$ cat config.mk
export PLATFORM = sky130hd
export DESIGN_NAME = pipe_ratio_div
export DESIGN_NICKNAME = d
export VERILOG_FILES = /design/src/rtl/pipe_pkg.sv /design/src/rtl/pipe_div_step.sv /design/src/rtl/pipe_ratio_div.sv
export SDC_FILE = /design/constraint.sdc
export NUM_CORES = 1
export LEC_CHECK = 0
export ABC_AREA = 1
export CORE_MARGIN = 2
export CORE_UTILIZATION = 53
export DETAILED_ROUTE_END_ITERATION = 8
export PLACE_DENSITY = 0.91
export RECOVER_POWER = 100
export SLEW_MARGIN = 20
export SYNTH_ARGS = -nofsm -noshare
export SYNTH_HDL_FRONTEND = slang
export SYNTH_SLANG_ARGS = --single-unit
$ cat constraint.sdc
create_clock -name clk -period 2.3 [get_ports clk]
set_input_delay 0.69 -clock clk [delete_from_list [all_inputs] [get_ports clk]]
set_output_delay 0.69 -clock clk [all_outputs]
set_load 0.005 [all_outputs]
$ cat src/rtl/pipe_pkg.sv
// Shared types and default widths for the pixel pipeline stages.
package pipe_pkg;
  localparam int DEF_QQ = 12;
  localparam int DEF_SS = 11;
  localparam int DEF_RW = 16;
  localparam int DEF_RF = 12;

  typedef enum logic [1:0] {IDLE = 2'd0, CALC = 2'd1, DONE = 2'd2} div_st_t;
endpackage

$ cat src/rtl/pipe_div_step.sv
// One restoring-division iteration: shift in a dividend bit, compare, conditionally subtract.
module pipe_div_step #(
  parameter int W = 23
)(
  input  logic [W-1:0] r_i,
  input  logic         din_i,
  input  logic [W-1:0] d_i,
  output logic [W-1:0] r_o,
  output logic         q_o
);
  logic [W:0] rs;

  assign rs  = {r_i, din_i};
  assign q_o = (rs >= {1'b0, d_i});
  // The remainder is always below the divisor, so W bits hold it after the subtract.
  assign r_o = q_o ? W'(rs - {1'b0, d_i}) : rs[W-1:0];
endmodule

$ cat src/rtl/pipe_ratio_div.sv
// Iterative ratio Q = IS*2^RF/IT, one quotient bit per clock, ival/irdy -> oval/ordy.
// Build option: PIPE_RATIO_DIV_ROUND_EN adds one guard bit and rounds half up.
module pipe_ratio_div
  import pipe_pkg::*;
#(
  parameter int QQ = DEF_QQ,
  parameter int SS = DEF_SS,
  parameter int RW = DEF_RW,
  parameter int RF = DEF_RF
)(
  input  logic             clk,
  input  logic             rst_n,
  input  logic             ival,
  output logic             irdy,
  input  logic             ieof,
  input  logic             isol,
  input  logic             ierr,
  input  logic [15:0]      ibk,
  input  logic [15:0]      iir,
  input  logic [QQ+SS-1:0] iis,
  input  logic [QQ+SS-1:0] iit,
  input  logic             ordy,
  output logic             oval,
  output logic             oeof,
  output logic             osol,
  output logic             oerr,
  output logic [15:0]      obk,
  output logic [15:0]      oir,
  output logic [RW-1:0]    oq
);
  localparam int W  = QQ + SS;
  localparam int SH = RW - RF;
  localparam int CW = $clog2(RW + 2);
`ifdef PIPE_RATIO_DIV_ROUND_EN
  localparam int NIT = RW + 1;
`else
  localparam int NIT = RW;
`endif

  div_st_t         st_q, st_d;
  logic [CW-1:0]   cnt_q;
  logic [W-1:0]    r_q, it_q, r_nx, is_sh;
  logic [RW-1:0]   dv_q, res;
  logic [NIT-2:0]  q_q;
  logic [NIT-1:0]  q_nx;
  logic            qb, iack, zero, sat, last;
  logic            oeof_q, osol_q, oerr_q;
  logic [15:0]     obk_q, oir_q;
  logic [RW-1:0]   oq_q;

  assign oval  = (st_q == DONE);
  assign irdy  = (st_q == IDLE) | (oval & ordy);
  assign iack  = ival & irdy;
  assign is_sh = iis >> SH;
  assign zero  = (iit == '0);
  assign sat   = ~zero & (is_sh >= iit);
  assign last  = (cnt_q == CW'(NIT - 1));

  pipe_div_step #(.W(W)) u_step (
    .r_i   (r_q),
    .din_i (dv_q[RW-1]),
    .d_i   (it_q),
    .r_o   (r_nx),
    .q_o   (qb)
  );

  assign q_nx = {q_q, qb};

`ifdef PIPE_RATIO_DIV_ROUND_EN
  logic [RW:0] qr;
  // Low bit of the extended quotient is the half-LSB guard bit.
  assign qr  = {1'b0, q_nx[NIT-1:1]} + {{RW{1'b0}}, q_nx[0]};
  assign res = qr[RW] ? {RW{1'b1}} : qr[RW-1:0];
`else
  assign res = q_nx;
`endif

  always_comb begin
    st_d = st_q;
    case (st_q)
      CALC:    if (last) st_d = DONE;
      DONE:    if (ordy) st_d = IDLE;
      default: st_d = st_q;
    endcase
    if (iack) st_d = (zero | sat) ? DONE : CALC;
  end

  always_ff @(posedge clk or negedge rst_n) begin
    if (!rst_n) begin
      st_q   <= IDLE;
      cnt_q  <= '0;
      r_q    <= '0;
      it_q   <= '0;
      dv_q   <= '0;
      q_q    <= '0;
      oq_q   <= '0;
      obk_q  <= '0;
      oir_q  <= '0;
      oeof_q <= 1'b0;
      osol_q <= 1'b0;
      oerr_q <= 1'b0;
    end else begin
      st_q <= st_d;
      if (st_q == CALC) begin
        r_q   <= r_nx;
        dv_q  <= {dv_q[RW-2:0], 1'b0};
        q_q   <= q_nx[NIT-2:0];
        cnt_q <= cnt_q + 1'b1;
        if (last) oq_q <= res;
      end
      // Accept only happens in IDLE or while the held output is leaving.
      if (iack) begin
        it_q   <= iit;
        r_q    <= is_sh;
        dv_q   <= {iis[SH-1:0], {RF{1'b0}}};
        q_q    <= '0;
        cnt_q  <= '0;
        obk_q  <= ibk;
        oir_q  <= iir;
        oeof_q <= ieof;
        osol_q <= isol;
        oerr_q <= ierr | zero;
        if (zero | sat) oq_q <= '1;
      end
    end
  end

  assign oq   = oq_q;
  assign obk  = obk_q;
  assign oir  = oir_q;
  assign oeof = oeof_q;
  assign osol = osol_q;
  assign oerr = oerr_q;
endmodule

-- After elaboration in Yosys (flattened, before gate mapping)
Index checks and enable logic that the tools add are counted.
- register bits: 135
- input port bits: 85
- output and inout port bits: 53
- word-level logic and storage cells: 51
- add/subtract/negate cells: 2
- magnitude comparators: 2
- equal/unequal tests: 5
- muxes and demuxes: 18
- bitwise operators: 7
- reduce and logical (&&, ||, !) cells: 5
- operator list (operator ; count):
    $mux W16 ; 6
    $mux W23 ; 3
    $mux W15 ; 2
    $ge A24 B23 Y1 ; 1
    $ge A19 B23 Y1 ; 1
    $logic_not A23 Y1 ; 1
    $sub A23 B23 Y23 ; 1
    $mux W5 ; 2
    $mux W2 ; 4
    $add A5 B1 Y5 const B ; 1
    $eq A5 B4 Y1 const B ; 1
    $pmux W2 S2 ; 1
    $and A1 B1 Y1 ; 3
    $ne A3 B2 Y1 const B ; 1
    $ne A3 B3 Y1 const B ; 1
    $or A1 B1 Y1 ; 3
    $reduce_and A3 Y1 ; 1
    $reduce_bool A3 Y1 ; 1
    $eq A2 B1 Y1 const B ; 1
    $eq A2 B2 Y1 const B ; 1
    $logic_not A2 Y1 ; 1
    $reduce_bool A2 Y1 ; 1
    $not A1 Y1 ; 1

-- Depth between registers and ports, before layout
- word-level depth: 6
- gate-level depth with buffers: 16
- depth with buffers taken out: 16

-- Hierarchy
From an unflattened synthesis, not the netlist that was laid out.
- cells, all modules: 1081
- area total of the unflattened synthesis: 7781.2 sq um
- by module, submodules not included (module ; instances ; cells each ; area each (sq um) ; seq. area each (sq um)):
    pipe_ratio_div ; 1 ; 637 ; 5501.5 ; 3078.0
    pipe_div_step ; 1 ; 444 ; 2279.7 ; 0.0

-- Worst setup path before layout
Ideal clock, no wire load.
- path kind: input -> register
- from: input port iit[6]
- to: register oq_q[10] (netlist: oq[10])
- library setup time: 0.135 ns
- arrival: 2.049 ns
- data required time: 2.165 ns
- path slack: 0.116 ns
- stages: 10
- path buffers: 1
- path through: inv_1 > ha_1 > a21o_1 > nor2_1 > nand2_1 > nand2_1 > nand4_1 > o21ai_2 > buf_2 > o211ai_1
- cells in the longest elaborated chain, start to end: 6
- elaborated cells between the ends (all ways): 7
- classes of those cells: 1 x order compare; 2 x mux; 3 x bitwise; 1 x reduce/logical
- RTL lines (element ; line ; text):
    start, declared ; pipe_ratio_div.sv:21 ; input logic [QQ+SS-1:0] iit,
    branches (longest 3 deep; another with $ge A19 B23 Y1) ; n/a ;
    $or A1 B1 Y1 * ; pipe_ratio_div.sv:123 ; if (zero | sat) oq_q <= '1;
    $mux W16 * ; pipe_ratio_div.sv:123 ;
    $mux W16 * ; pipe_ratio_div.sv:112 ; if (iack) begin
    end signal, assigned ; pipe_ratio_div.sv:109 ; if (last) oq_q <= res;
    end, declared ; pipe_ratio_div.sv:49 ; logic [RW-1:0] oq_q;
Mark *: on every way between the ends.
A chain may end at the register's enable or synchronous reset.

-- Worst setup path after layout
- from: input port iis[7]
- to: register oq_q[6] (netlist: oq[6])
- cells in the longest elaborated chain, start to end: 5
- RTL lines (element ; line ; text):
    start, declared ; pipe_ratio_div.sv:20 ; input logic [QQ+SS-1:0] iis,
    $ge A19 B23 Y1 ; pipe_ratio_div.sv:56 ; assign sat = ~zero & (is_sh >= iit);
    $and A1 B1 Y1 ; pipe_ratio_div.sv:56 ;
    $or A1 B1 Y1 ; pipe_ratio_div.sv:123 ;
    $mux W16 ; pipe_ratio_div.sv:123 ;
    $mux W16 ; pipe_ratio_div.sv:112 ;
No other way between the ends.

==> results by group <==
Route
  • Detailed-route DRC error count: 0
  • Initial detailed-routing violation count: 740
  • Post-route ant nets: 0
  • Vias per inst: 5.45
  • Routed wire per std cell: 16.2 microns
  • WL final: 22100 microns
  • DR pass1 iterations: 5
  • Via count: 7433

Worst setup path
  • Most numerous cell on the critical path: nand2_1
  • CP required: 2.59 ns
  • Cell chain of the critical path: clkdlybuf4s50_1 > ha_4 > nand2_1 > a21oi_1 > nor2_1 > nand2_1 > nand2_1 > nand4_1 > o21ai_2 > buf_4 > o211ai_1
  • Crit path buffers/inverters: 2
  • Slowest stage cell on the critical path: clkdlybuf4s50_1
  • Delay-heaviest family, CP: buffers and inverters
  • Setup crit start kind: input port
  • Setup CP Type: input port to flop
  • Critical Path End Type: flop
  • Critical Path AT: about 2.5 ns
  • Critical Path Fanout Max: 9
  • Slowest Stage Delay on Critical Path: 0.49 ns

Synthesis
  • Mapped Avg Cell Area: 7.49 sq um
  • FFs w/ async S/R, synth: 100%
  • Cell count after synthesis: 972
  • Top_reg_cell synth: dfrtp_1
  • Seq/Total Area, Yosys: 42.3%
  • Post-Syn Area: 7280 sq um
  • Net Count, Synth: 1102
  • Yosys reg bits: 123
  • Yosys warning count: 0
  • Post-synth EDFFs: 0
  • Cell variety after synth: 39

Die
  • Initial Util: a little over half
  • Core Box Area: 13300 sq um
  • Core Rows: 42
  • Die height: 121 microns
  • Die area: 14700 sq um
  • Ports: 138
  • Die X: 121 microns

CTS
  • CTS buffer count: 17
  • Clock Sinks: between 100 and 150
  • CTS tree: done
  • Clock transition at the registers of the reported paths: 0.06 ns
  • CTS H-tree lvls: 4
  • Clk Latency, worst-skew pair: 0.42 ns
  • Root Driver: clkbuf_16
  • CTS Buffer Depth: 2

Timing
  • Final TNS setup: 0 ns
  • Worst Max-Slew Pin Slew: 1.86 ns
  • Final Hold Viols: 0
  • Final Cycle Share: 97.4%
  • Max_slew headroom: -24.3%
  • Setup Viol. Count Final: 0
  • Fin crit period: between 2 and 2.5 ns
  • Clock Skew: 0.00754 ns
  • Hold slack: 0.464 ns
  • Slew Limit Fails: 31
  • Max Clk Rate: 446 MHz

Place
  • GP Congestion: 0.961
  • Port bufs: between 100 and 150
  • Post-placement cell count: 1328
  • Post-DP HPWL: between 15000 and 20000 microns
  • Area after DPL: 9340 sq um

Pwr
  • P per Cell Area: 522 nW/um^2
  • Leakage: between 5 and 6 nW
  • VDD IR max: between 0.5 and 0.6 mV
  • Total power: about 5.4 mW

Global routing
  • Pin count of the biggest net entering global routing: 46
  • First-pass GRT wire length: around 35000 microns
  • Initial antenna violation count: 0
  • Gr usage total: 30.3%
  • Number of global-route vias before repair: 7214
  • Remaining Overflow, GRT: 0

Layout
  • Final #Nets: 1305
  • Area Growth Syn to Fin: 41.0%
  • Layout cells sized above 1: around 15%
  • Ant. Diodes: 0
  • Non-filler cells in the finished layout: 1364
  • Fin area: 10300 sq um

Run status
  • Violated checks: capacitance limit, slew limit
  • Status: complete, but fails checks

Min path
  • Hold Path Class: flop to flop

Job
  • Max-cap viol count: 1
==> repair_timing <==
action | 4_1_cts | 5_1_grt
pin swaps | 9 | 12
resized for setup | 30 | 61
gates cloned | 1 | 0
buffers inserted | 2 | 2
setup endpoints to repair | 20 | 38
hold buffers | 0 | 0
==> area by class of cell <==
| type | instances | area, sq um |
|---|---|---|
| Tap cell | 176 | 220 |
| Clock buffer | 19 | 453 |
| Multi-Input combinational cell | 673 | 3770 |
| Clock inverter | 13 | 155 |
| Timing Repair Buffer | 215 | 2040 |
| Fill cell | 902 | 3090 |
| Sequential cell | 123 | 3080 |
| Inverter | 145 | 544 |
==> report_power, final <==
| group | internal (mW) | leakage (nW) | total, mW | switching [mW] |
|---|---|---|---|---|
| Clock | 1.68 | 0.296 | 2.75 | 1.07 |
| Combinational | 0.242 | 4.06 | 0.437 | 0.195 |
| Sequential | 2.16 | 1.29 | 2.16 | 0 |
==> path summary, 6_finish.rpt <==
check	from	to	slack, ns	cells past startpoint
max	iis[7]	oq[6]	0.06	11
min	obk[3]	obk[3]	0.46	2
max reg2reg	r_q[17]	r_q[4]	0.10	10
min reg2reg	obk[3]	obk[3]	0.46	2
max in group asynchronous	rst_n	dv_q[14]	0.34	2
min in group asynchronous	rst_n	it_q[14]	0.77	1
==> cell usage in the layout, fill, tap and decap left out, types with 3 or more instances in the layout <==
cell and instances:
xor2_1 3, ha_2 3, o211ai_1 21, ha_4 16, nand3_1 30, nor2_2 9
a21oi_2 6, nand2_1 339, o22ai_1 16, clkdlybuf4s50_1 55, dfrtp_1 123, dlygate4sd3_1 51
inv_2 17, inv_6 6, dlygate4sd2_1 8, xnor2_1 9, nand4_1 9, nor3_1 9
inv_1 128, a21oi_1 27, clkinv_4 4, ha_1 25, clkbuf_2 3, clkbuf_1 4
o21ai_0 47, o21ai_1 7, o21bai_1 11, nand2_2 15, buf_6 6, nor2_1 41
buf_4 62, clkbuf_16 17, dlymetal6s2s_1 21, a22o_1 11
==> per-stage QoR <==
step	setup slack [ns]	utilization (%)
3_5_place_dp	-0.473	70.0
6_report	0.0593	76.9
5_1_grt	-0.0202	76.9
3_3_place_gp	-0.406	70.0
4_1_cts	-0.0598	75.8
2_1_floorplan	0.116	-
==> per-layer routing <==
layer | track usage (%) | up-vias | wire length (microns)
met5 | 0 | - | 0
met4 | 12.0 | 0 | 554
met3 | 6.53 | 61 | 1690
met2 | 48.1 | 341 | 10600
met1 | 40.7 | 3518 | 9290
li1 | - | 3513 | -
==> registers in the layout (all words and copies together) (netlist names), 2 cells and up <==
register  cells
r_q          23
q_q          15
obk          16
it_q         23
dv_q          4
cnt_q         5
oq           16
st_q          2
oir          16
==> Yosys cell counts (8+ instances only) <==
cell type | n | area share, %
o22ai_1 | 16 | 1.4
nor3_1 | 10 | 0.69
ha_1 | 44 | 7.6
o21ai_0 | 49 | 3.4
nor2_1 | 44 | 2.3
nand4_1 | 9 | 0.77
inv_1 | 140 | 7.2
clkbuf_1 | 14 | 0.72
dfrtp_1 | 123 | 42
xnor2_1 | 9 | 1.1
a21oi_1 | 32 | 2.2
o211ai_1 | 21 | 2.2
nand3_1 | 30 | 2.1
a22o_1 | 11 | 1.3
o21bai_1 | 12 | 1.2
nand2_2 | 8 | 0.69
nand2_1 | 346 | 18
buf_2 | 9 | 0.62
==> kinds of logic after synthesis <==
kind of cell	count (synthesis)	synth area share (%)
xor gates and xnor gates	12	1.44
and+or+nand+nor	462	26.0
AOI/OAI and AO/OA	154	12.8
buffers and inverters	176	9.59
DFF	123	42.3
adders and majority gates	45	7.84
==> worst reg2reg max path: stages, from the launching register on <==
cell	delay, ns
dfrtp_1	0.40
ha_1	0.38
nand2_1	0.18
inv_1	0.05
nand2_1	0.07
nand2_1	0.08
a21oi_2	0.21
nand4_4	0.19
buf_6	0.21
o21ai_0	0.23
o21bai_1	0.10
Power figures use the tool's default switching activity.
